--- src/rtl/cpu_pkg.sv ---
// Shared constants and state encoding for the instruction fetch block.
package cpu_pkg;

  localparam int DEFAULT_DW    = 8;
  localparam int DEFAULT_AW    = 4;
  localparam int DEFAULT_DEPTH = 16;

  localparam logic [7:0] OPC_HLT = 8'hFF;

  typedef enum logic [1:0] {
    ST_IDLE = 2'd0,
    ST_LOAD = 2'd1,
    ST_RUN  = 2'd2,
    ST_HALT = 2'd3
  } fetch_state_e;

endpackage

--- src/rtl/cpu_prog_mem.sv ---
// Program memory: synchronous write port, combinational read port, never reset.
module cpu_prog_mem #(
  parameter int DEPTH = 16,
  parameter int AW    = 4,
  parameter int DW    = 8
) (
  input  logic          clk,
  input  logic          we_i,
  input  logic [AW-1:0] waddr_i,
  input  logic [DW-1:0] wdata_i,
  input  logic [AW-1:0] raddr_i,
  output logic [DW-1:0] rdata_o
);

  logic [DW-1:0] mem_q [DEPTH];

  // Byte write from the load interface.
  always_ff @(posedge clk) begin
    if (we_i) begin
      mem_q[waddr_i] <= wdata_i;
    end
  end

  assign rdata_o = mem_q[raddr_i];

endmodule

--- src/rtl/cpu_fetch.sv ---
// Instruction fetch: loads a program into local memory, then streams one byte
// per cycle to a valid/ready consumer with branch redirect and halt opcode.
module cpu_fetch
  import cpu_pkg::*;
#(
  parameter int DEPTH = DEFAULT_DEPTH,
  parameter int AW    = DEFAULT_AW,
  parameter int DW    = DEFAULT_DW
) (
  input  logic          clk,
  input  logic          rst,
  input  logic          load_en,
  input  logic          load_valid,
  input  logic [DW-1:0] load_data,
  output logic          load_ready,
  output logic [AW:0]   load_count,
  input  logic          run,
  output logic          instr_valid,
  output logic [DW-1:0] instr,
  output logic [AW-1:0] instr_pc,
  input  logic          instr_ready,
  input  logic          br_taken,
  input  logic [AW-1:0] br_target,
  output logic          halted
);

  localparam logic [AW:0]   FULL_C    = (AW+1)'(DEPTH);
  localparam logic [AW-1:0] LAST_PC_C = AW'(DEPTH - 1);
  localparam logic [DW-1:0] HLT_C     = DW'(OPC_HLT);

  fetch_state_e  state_q, state_d;
  logic [AW-1:0] pc_q, pc_d;
  logic [AW-1:0] wp_q, wp_d;
  logic [AW:0]   cnt_q, cnt_d;
  logic          valid_q, valid_d;
  logic [DW-1:0] instr_q, instr_d;
  logic [AW-1:0] ipc_q, ipc_d;

  logic          mem_we_s;
  logic [AW-1:0] rd_addr_s;
  logic [DW-1:0] rd_data_s;

  function automatic logic [AW-1:0] pc_inc(input logic [AW-1:0] pc);
    return (pc == LAST_PC_C) ? '0 : pc + 1'b1;
  endfunction

  assign load_ready = (state_q == ST_LOAD) && (cnt_q < FULL_C);
  // rst gating keeps a reset edge from landing a byte in memory.
  assign mem_we_s   = load_ready && load_valid && !rst;
  assign rd_addr_s  = br_taken ? br_target : pc_q;

  cpu_prog_mem #(.DEPTH(DEPTH), .AW(AW), .DW(DW)) u_mem (
    .clk     (clk),
    .we_i    (mem_we_s),
    .waddr_i (wp_q),
    .wdata_i (load_data),
    .raddr_i (rd_addr_s),
    .rdata_o (rd_data_s)
  );

  // Next-state and datapath selection.
  always_comb begin
    state_d = state_q;
    pc_d    = pc_q;
    wp_d    = wp_q;
    cnt_d   = cnt_q;
    valid_d = valid_q;
    instr_d = instr_q;
    ipc_d   = ipc_q;

    if (mem_we_s) begin
      wp_d  = wp_q + 1'b1;
      cnt_d = cnt_q + 1'b1;
    end else begin
      wp_d  = wp_q;
    end

    case (state_q)
      ST_IDLE: begin
        if (run) begin
          state_d = ST_RUN;
          pc_d    = '0;
        end else begin
          state_d = ST_IDLE;
        end
      end
      ST_LOAD: begin
        state_d = ST_IDLE;
      end
      ST_RUN: begin
        if (!run) begin
          state_d = ST_IDLE;
          valid_d = 1'b0;
        end else if (br_taken) begin
          instr_d = rd_data_s;
          ipc_d   = br_target;
          valid_d = 1'b1;
          pc_d    = pc_inc(br_target);
        end else if (valid_q && instr_ready && (instr_q == HLT_C)) begin
          state_d = ST_HALT;
          valid_d = 1'b0;
        end else if (!valid_q || instr_ready) begin
          instr_d = rd_data_s;
          ipc_d   = pc_q;
          valid_d = 1'b1;
          pc_d    = pc_inc(pc_q);
        end else begin
          valid_d = valid_q;
        end
      end
      ST_HALT: begin
        if (!run) begin
          state_d = ST_IDLE;
        end else begin
          state_d = ST_HALT;
        end
      end
      default: begin
        state_d = ST_IDLE;
        valid_d = 1'b0;
      end
    endcase

    // Load request overrides everything else; counters restart on entry.
    if (load_en) begin
      state_d = ST_LOAD;
      valid_d = 1'b0;
      if (state_q != ST_LOAD) begin
        wp_d  = '0;
        cnt_d = '0;
      end else begin
        cnt_d = cnt_d;
      end
    end else begin
      state_d = state_d;
    end
  end

  // State and output registers.
  always_ff @(posedge clk or posedge rst) begin
    if (rst) begin
      state_q <= ST_IDLE;
      pc_q    <= '0;
      wp_q    <= '0;
      cnt_q   <= '0;
      valid_q <= 1'b0;
      instr_q <= '0;
      ipc_q   <= '0;
    end else begin
      state_q <= state_d;
      pc_q    <= pc_d;
      wp_q    <= wp_d;
      cnt_q   <= cnt_d;
      valid_q <= valid_d;
      instr_q <= instr_d;
      ipc_q   <= ipc_d;
    end
  end

  assign load_count  = cnt_q;
  assign instr_valid = valid_q;
  assign instr       = instr_q;
  assign instr_pc    = ipc_q;
  assign halted      = (state_q == ST_HALT);

endmodule

--- config.mk ---
export PLATFORM = sky130hd
export DESIGN_NAME = cpu_fetch
export DESIGN_NICKNAME = d
export VERILOG_FILES = /design/src/rtl/cpu_pkg.sv /design/src/rtl/cpu_prog_mem.sv /design/src/rtl/cpu_fetch.sv
export SDC_FILE = /design/constraint.sdc
export NUM_CORES = 1
export LEC_CHECK = 0
export CAP_MARGIN = 25
export CORE_MARGIN = 1.5
export CORE_UTILIZATION = 54
export DETAILED_ROUTE_END_ITERATION = 16
export GPL_TIMING_DRIVEN = 1
export PLACE_DENSITY = 0.69
export SYNTH_ARGS = -nofsm -noshare
export SYNTH_HDL_FRONTEND = slang
export SYNTH_SLANG_ARGS = --single-unit
--- constraint.sdc ---
create_clock -name clk -period 3.1 [get_ports clk]
set_clock_uncertainty 0.15 [all_clocks]
set_input_delay 0.465 -clock clk [delete_from_list [all_inputs] [get_ports clk]]
set_output_delay 0.465 -clock clk [all_outputs]
set_load 0.1 [all_outputs]
### Word level (Yosys, flattened, before mapping)

Memory sizes are Yosys's and may differ from the RTL's.
Cells that the tools add are included.

* register bits after elaboration: 28
* bits in writable memories: 128
* bits of input ports: 19
* output and inout port bits: 20
* logic and storage cells: 80
* memories: 1

* add/sub/neg operators: 4
* order comparisons: 1
* equal/unequal tests: 15
* multiplexer cells: 36
* reduce and logical (&&, ||, !) cells: 16

Memory list
* u_mem.mem_q: words 16, width 8, rd ports 1, clocked after memory_dff 0, wr ports 1, line cpu_prog_mem.sv:15 `logic [DW-1:0] mem_q [DEPTH];`

Operators by type and width (number)
* $mux W4: 14
* $mux W8: 3
* $mux W5: 3
* $add A4 B1 Y4 const B: 3
* $mux W2: 6
* $eq A4 B4 Y1 const B: 2
* $eq A8 B8 Y1 const B: 1
* $mux W1: 8
* $ne A4 B4 Y1 const B: 2
* $pmux W2 S4: 1
* $pmux W4 S2: 1
* $ne A2 B2 Y1 const B: 3
* $ne A3 B3 Y1 const B: 2
* $reduce_bool A2 Y1: 3
* $add A5 B1 Y5 const B: 1
* $logic_and A1 B1 Y1: 5
* $lt A5 B5 Y1 const B: 1
* $ne A5 B2 Y1 const B: 1
* $reduce_and A5 Y1: 1
* $eq A2 B2 Y1 const B: 2
* $reduce_and A2 Y1: 2
* $reduce_and A4 Y1: 1
* $eq A2 B1 Y1 const B: 1
* $logic_not A1 Y1: 2
* 3 further kinds: 3

### Depth between registers and ports, before layout

* word-level depth: 8
* depth in mapped cells: 8
* gate-level depth less buffers: 6

### By module

From an unflattened synthesis, not the netlist that was laid out.

* cells, all modules: 351
* area, all modules: 6443.7 sq um

By module, submodules not included
* cpu_prog_mem: instances 1, cells each 221, area an instance 4987.3 sq um, seq. area each 3843.7 sq um
* cpu_fetch: instances 1, cells each 130, area an instance 1456.4 sq um, seq. area each 700.7 sq um

### Worst setup path after synthesis

Ideal clock, no wire load.

* path type: register -> output
* start point: reg cnt_q[4], in the netlist load_count[4]
* end point: out load_ready
* data arrival time: 2177 ps
* data required time: 2485 ps
* slack: 308 ps
* cell stages (with the launch flop): 2
* path buffers: 0
* path through: dfrtp_1 > nor2_1

* cells in the longest elaborated chain, start to end: 2

Ends and longest elaborated chain
* from (decl): line cpu_fetch.sv:34 `logic [AW:0] cnt_q, cnt_d;`
* from (signal assigned): line cpu_fetch.sv:153 `cnt_q <= cnt_d;`
* $lt A5 B5 Y1: line cpu_fetch.sv:47 `assign load_ready = (state_q == ST_LOAD) && (cnt_q < FULL_C);`
* $logic_and A1 B1 Y1: line cpu_fetch.sv:47
* to (decl): line cpu_fetch.sv:15 `output logic load_ready,`

No other way between the ends.

### Worst setup path in the final report

* start point: in br_taken
* end point: reg instr_q[0], in the netlist instr[0]

* cells in the longest elaborated chain, start to end: 5
* elaborated cells on any way between the ends: 8
* classes of those cells: eq/ne: 1; mux: 4; reduce/logical: 2; memory: 1

Ends and longest elaborated chain
* from (decl): line cpu_fetch.sv:22 `input logic br_taken,`
* $mux W4: line cpu_fetch.sv:50 `assign rd_addr_s = br_taken ? br_target : pc_q;`
* $mem_v2 Z16 W8
* $mux W8: line cpu_fetch.sv:102 `end else if (!valid_q || instr_ready) begin`
* $mux W8: line cpu_fetch.sv:99 `end else if (valid_q && instr_ready && (instr_q == HLT_C)) begin`
* $mux W8: line cpu_fetch.sv:94 `end else if (br_taken) begin`
* to (signal assigned): line cpu_fetch.sv:155 `instr_q <= instr_d;`
* to (decl): line cpu_fetch.sv:36 `logic [DW-1:0] instr_q, instr_d;`

Parallel ways exist; a longest one is shown, timed or not. The select of a mux whose other input is x is not followed.
A chain may end at the register's enable or synchronous reset.

==> flow_summary.ini <==
[outcome]
run_status = finished, final reports clean

[final_layout]
post_layout_nonfiller_instances = 645
antenna_cells = 0
layout-drive-gt1-share_pct = 18.1
num-nets-final = 511
areaGrowthSynthToFinish_pct = 17.1
final_area_um2 = 7730
fillers = 873

[floorplanning]
floorplan.rows = 40
core-area_um2 = 12000
num_io_pins = 39
floorplan.initialDensity_pct = 55.2
die_area_um2 = 12900
die_y_um = 114
die_w_um = 114

[clock_tree]
cts-buffers-inserted = 17
maximum_number_of_buffers_from_clock_root_to_sink = 2
ctsHtreeMaxLevel = 4
post_cts_hold_buffer_count = 0
post_cts.resized_instances = 0
clockRootBuffer = clkbuf_16
clk_pin_slew_ns = 0.06
worstSkewPairLatency_ns = 0.42
tritoncts = done
cts.sink_count = 156
cts_setup_buffers = 0

[critical_path]
worst-r2r-setup-slack_ns = 0.52
end_kind = register
worst_r2r_path_depth = 6
timing.rr.end = instr[4]
critical_path_class = input pin to register
r2r-start = pc_q[2]
type_of_origin_of_the_critical_path = input pin
critical_path_arrival_ns = 2.80
worst_ep_required_time_ns = 3.23
path_max_fanout = 12

[route]
average_wire_length_per_cell_after_detail_routing_um = 21.4
routed-wl-met3_um = 804
route.layer.met1.wl_mm = 6.09
drt-pass1-iter-count = 5
detailedRoute.firstIterationViolations = 382
routed.top_layer = met4
ant_nets = 0
vias = 3860
route.met2.wl_mm = 6.60
route.final.wire_length_mm = 13.8
drcViolationCount = 0
viasPerCell = 5.98

[sta]
final-max-slew-violation-count = 0
timing.final.setup_violations = 0
setup_ws_final_ns = 0.430
rsz0062_at_grt = no
layout_min_cycle_time_ns = 2.67
max-slew-margin-rel_pct = 23.2
final.period_utilization_pct = 86.1
clock.fmax_mhz = 375
least_margin_pin_slew_ns = 1.15
hold_viol = 0
fin_setup_tns_ns = 0

[synth]
asyncSetResetFlopFracSynth_pct = 17.9
post_synth_edffs = 128
synth.yosys.seq_area_share_pct = 68.8
post_synth_and_or_nand_nor_area_fraction_pct = 8.86
post_synth_fa_ha_maj_area_fraction_pct = 1.33
synth_compound_area_share_pct = 4.94
synth-seq-cells = 156
synth_top_flop_cell = edfxtp_1
synth_xor_xnor_area_share_pct = 1.06
synthDistinctLibCells = 44
postSynthAreaPerCell_um2 = 15.6
synthesis.yosys.warnings = 0
mappedNetlistNets = 450
share_of_cell_area_taken_by_muxes_after_synthesis_pct = 12.4
postSynthCellCount = 424
post_synth_instance_area_um2 = 6610
synth_top_family_by_area = multiplexers

[placed_design]
place_ws_ns = -0.0320
hpwlAfterDp_mm = 9.27
port-buffer-count = 38
dpl-instance-area_um2 = 7200
placed_cells_incl_taps = 613
gpl.final_weighted_congestion = 0.829

[global_routing]
grtUsageTotal_pct = 23.1
grt_antenna_before_repair = 0
grt_remaining_overflow = 0
pin_count_of_the_biggest_net_entering_global_routing = 30
vias_in_the_first_global_route = 3835
grt_first_pass_wirelength_mm = 21.6

[run]
max-cap-violations = 0

[power]
power_per_cell_area_nw_per_um2 = 656
total_leakage_power_nw = 2.88
ir_worst_vdd_mv = 0.309

[min_path]
holdCritPathClass = input pin to async pin
## how the worst max path moves through the flow
stage	startpoint	cells after the start	endpoint	slack, ns
floorplan	load_count[4]	1	load_ready	0.31
global placement	br_taken	6	instr[0]	0.02
detailed placement	br_taken	6	instr[0]	-0.03
CTS	br_taken	6	instr[0]	0.41
global route	br_taken	6	instr[6]	0.33
finish	br_taken	6	instr[0]	0.43
## critical path, cell delays in order
cell	delay, ns
clkdlybuf4s50_1	0.63
mux2_2	0.50
buf_4	0.26
mux4_2	0.53
mux2i_1	0.25
o221ai_1	0.16
## flip-flops by register name (all words and copies together) (netlist names)
signal	flops
pc_q	4
load_count	5
u_mem.mem_q	128
instr	8
state_q	2
instr_pc	4
instr_valid	1
wp_q	4
## cells in the final DEF (no fill, tap or decap), types with 13 or more instances in the layout
cell | netlist | routed
and2_1 | 18 | 18
clkdlybuf4s50_1 | 0 | 18
edfxtp_1 | 128 | 128
nor2_1 | 19 | 19
clkbuf_16 | 0 | 17
nand2_1 | 38 | 38
nand3_1 | 13 | 13
mux2i_1 | 47 | 46
dfrtp_1 | 28 | 28
buf_4 | 2 | 41
## cell type report
type	count	area, µm²	area share [%]
Multi-Input combinational cell	237	1900	24.6
Clock buffer	18	429	5.55
Timing Repair Buffer	61	528	6.83
Sequential cell	156	4540	58.8
Tap cell	147	184	2.38
Inverter	12	45.0	0.582
Clock inverter	14	105	1.36
## routing by layer
layer	track usage (%)	vias up
met5	0	-
met4	10.3	0
met3	4.84	25
met2	35.8	142
met1	32.0	1928
li1	-	1765
## synth_stat cells (all sizes together) (5+ instances only)
| cell type | count | share of area, % |
|---|---|---|
| edfxtp | 128 | 58 |
| mux2i | 47 | 7.1 |
| nand2 | 38 | 2.2 |
| dfrtp | 28 | 11 |
| nor2 | 19 | 1.1 |
| and2 | 18 | 1.7 |
| buf | 16 | 1.8 |
| nand3 | 13 | 0.98 |
| inv | 12 | 0.68 |
| nand4 | 12 | 1.1 |
| mux4 | 10 | 3.8 |
| mux2 | 9 | 1.5 |
| a31oi | 8 | 0.76 |
| ha | 7 | 1.3 |
| nand2b | 6 | 0.68 |
| a222oi | 5 | 0.76 |
| o221ai | 5 | 0.66 |
| xor2 | 5 | 0.66 |
## power breakdown
group | switching, mW | leakage, nW | internal [mW]
combinational | 0.582 | 1.12 | 0.220
clock | 0.790 | 0.252 | 1.08
sequential | 0.0616 | 1.51 | 2.33
total | 1.43 | 2.88 | 3.64
## cell families (layout without fill, tap and decap cells)
kind of cell / count (synthesis) / in the layout
AO/OA/AOI/OAI: 42 / 42
XOR/XNOR: 8 / 8
flip-flops: 156 / 156
buffers and inverters: 31 / 105
AND/OR/NAND/NOR: 114 / 114
multiplexers: 66 / 66
adder cells (fa/ha/maj): 7 / 7
## stage by stage
step | power (mW) | hold slack (ns) | util [%]
2_1_floorplan | 3.00 | 0.379 | -
3_5_place_dp | 3.24 | 0.351 | 60.2
4_1_cts | 5.09 | 0.323 | 64.7
3_3_place_gp | 3.23 | 0.328 | 60.2
6_report | 5.07 | 0.318 | 64.7
5_1_grt | 5.23 | 0.372 | 64.7
No activity file was read; power rests on OpenSTA's default activity.
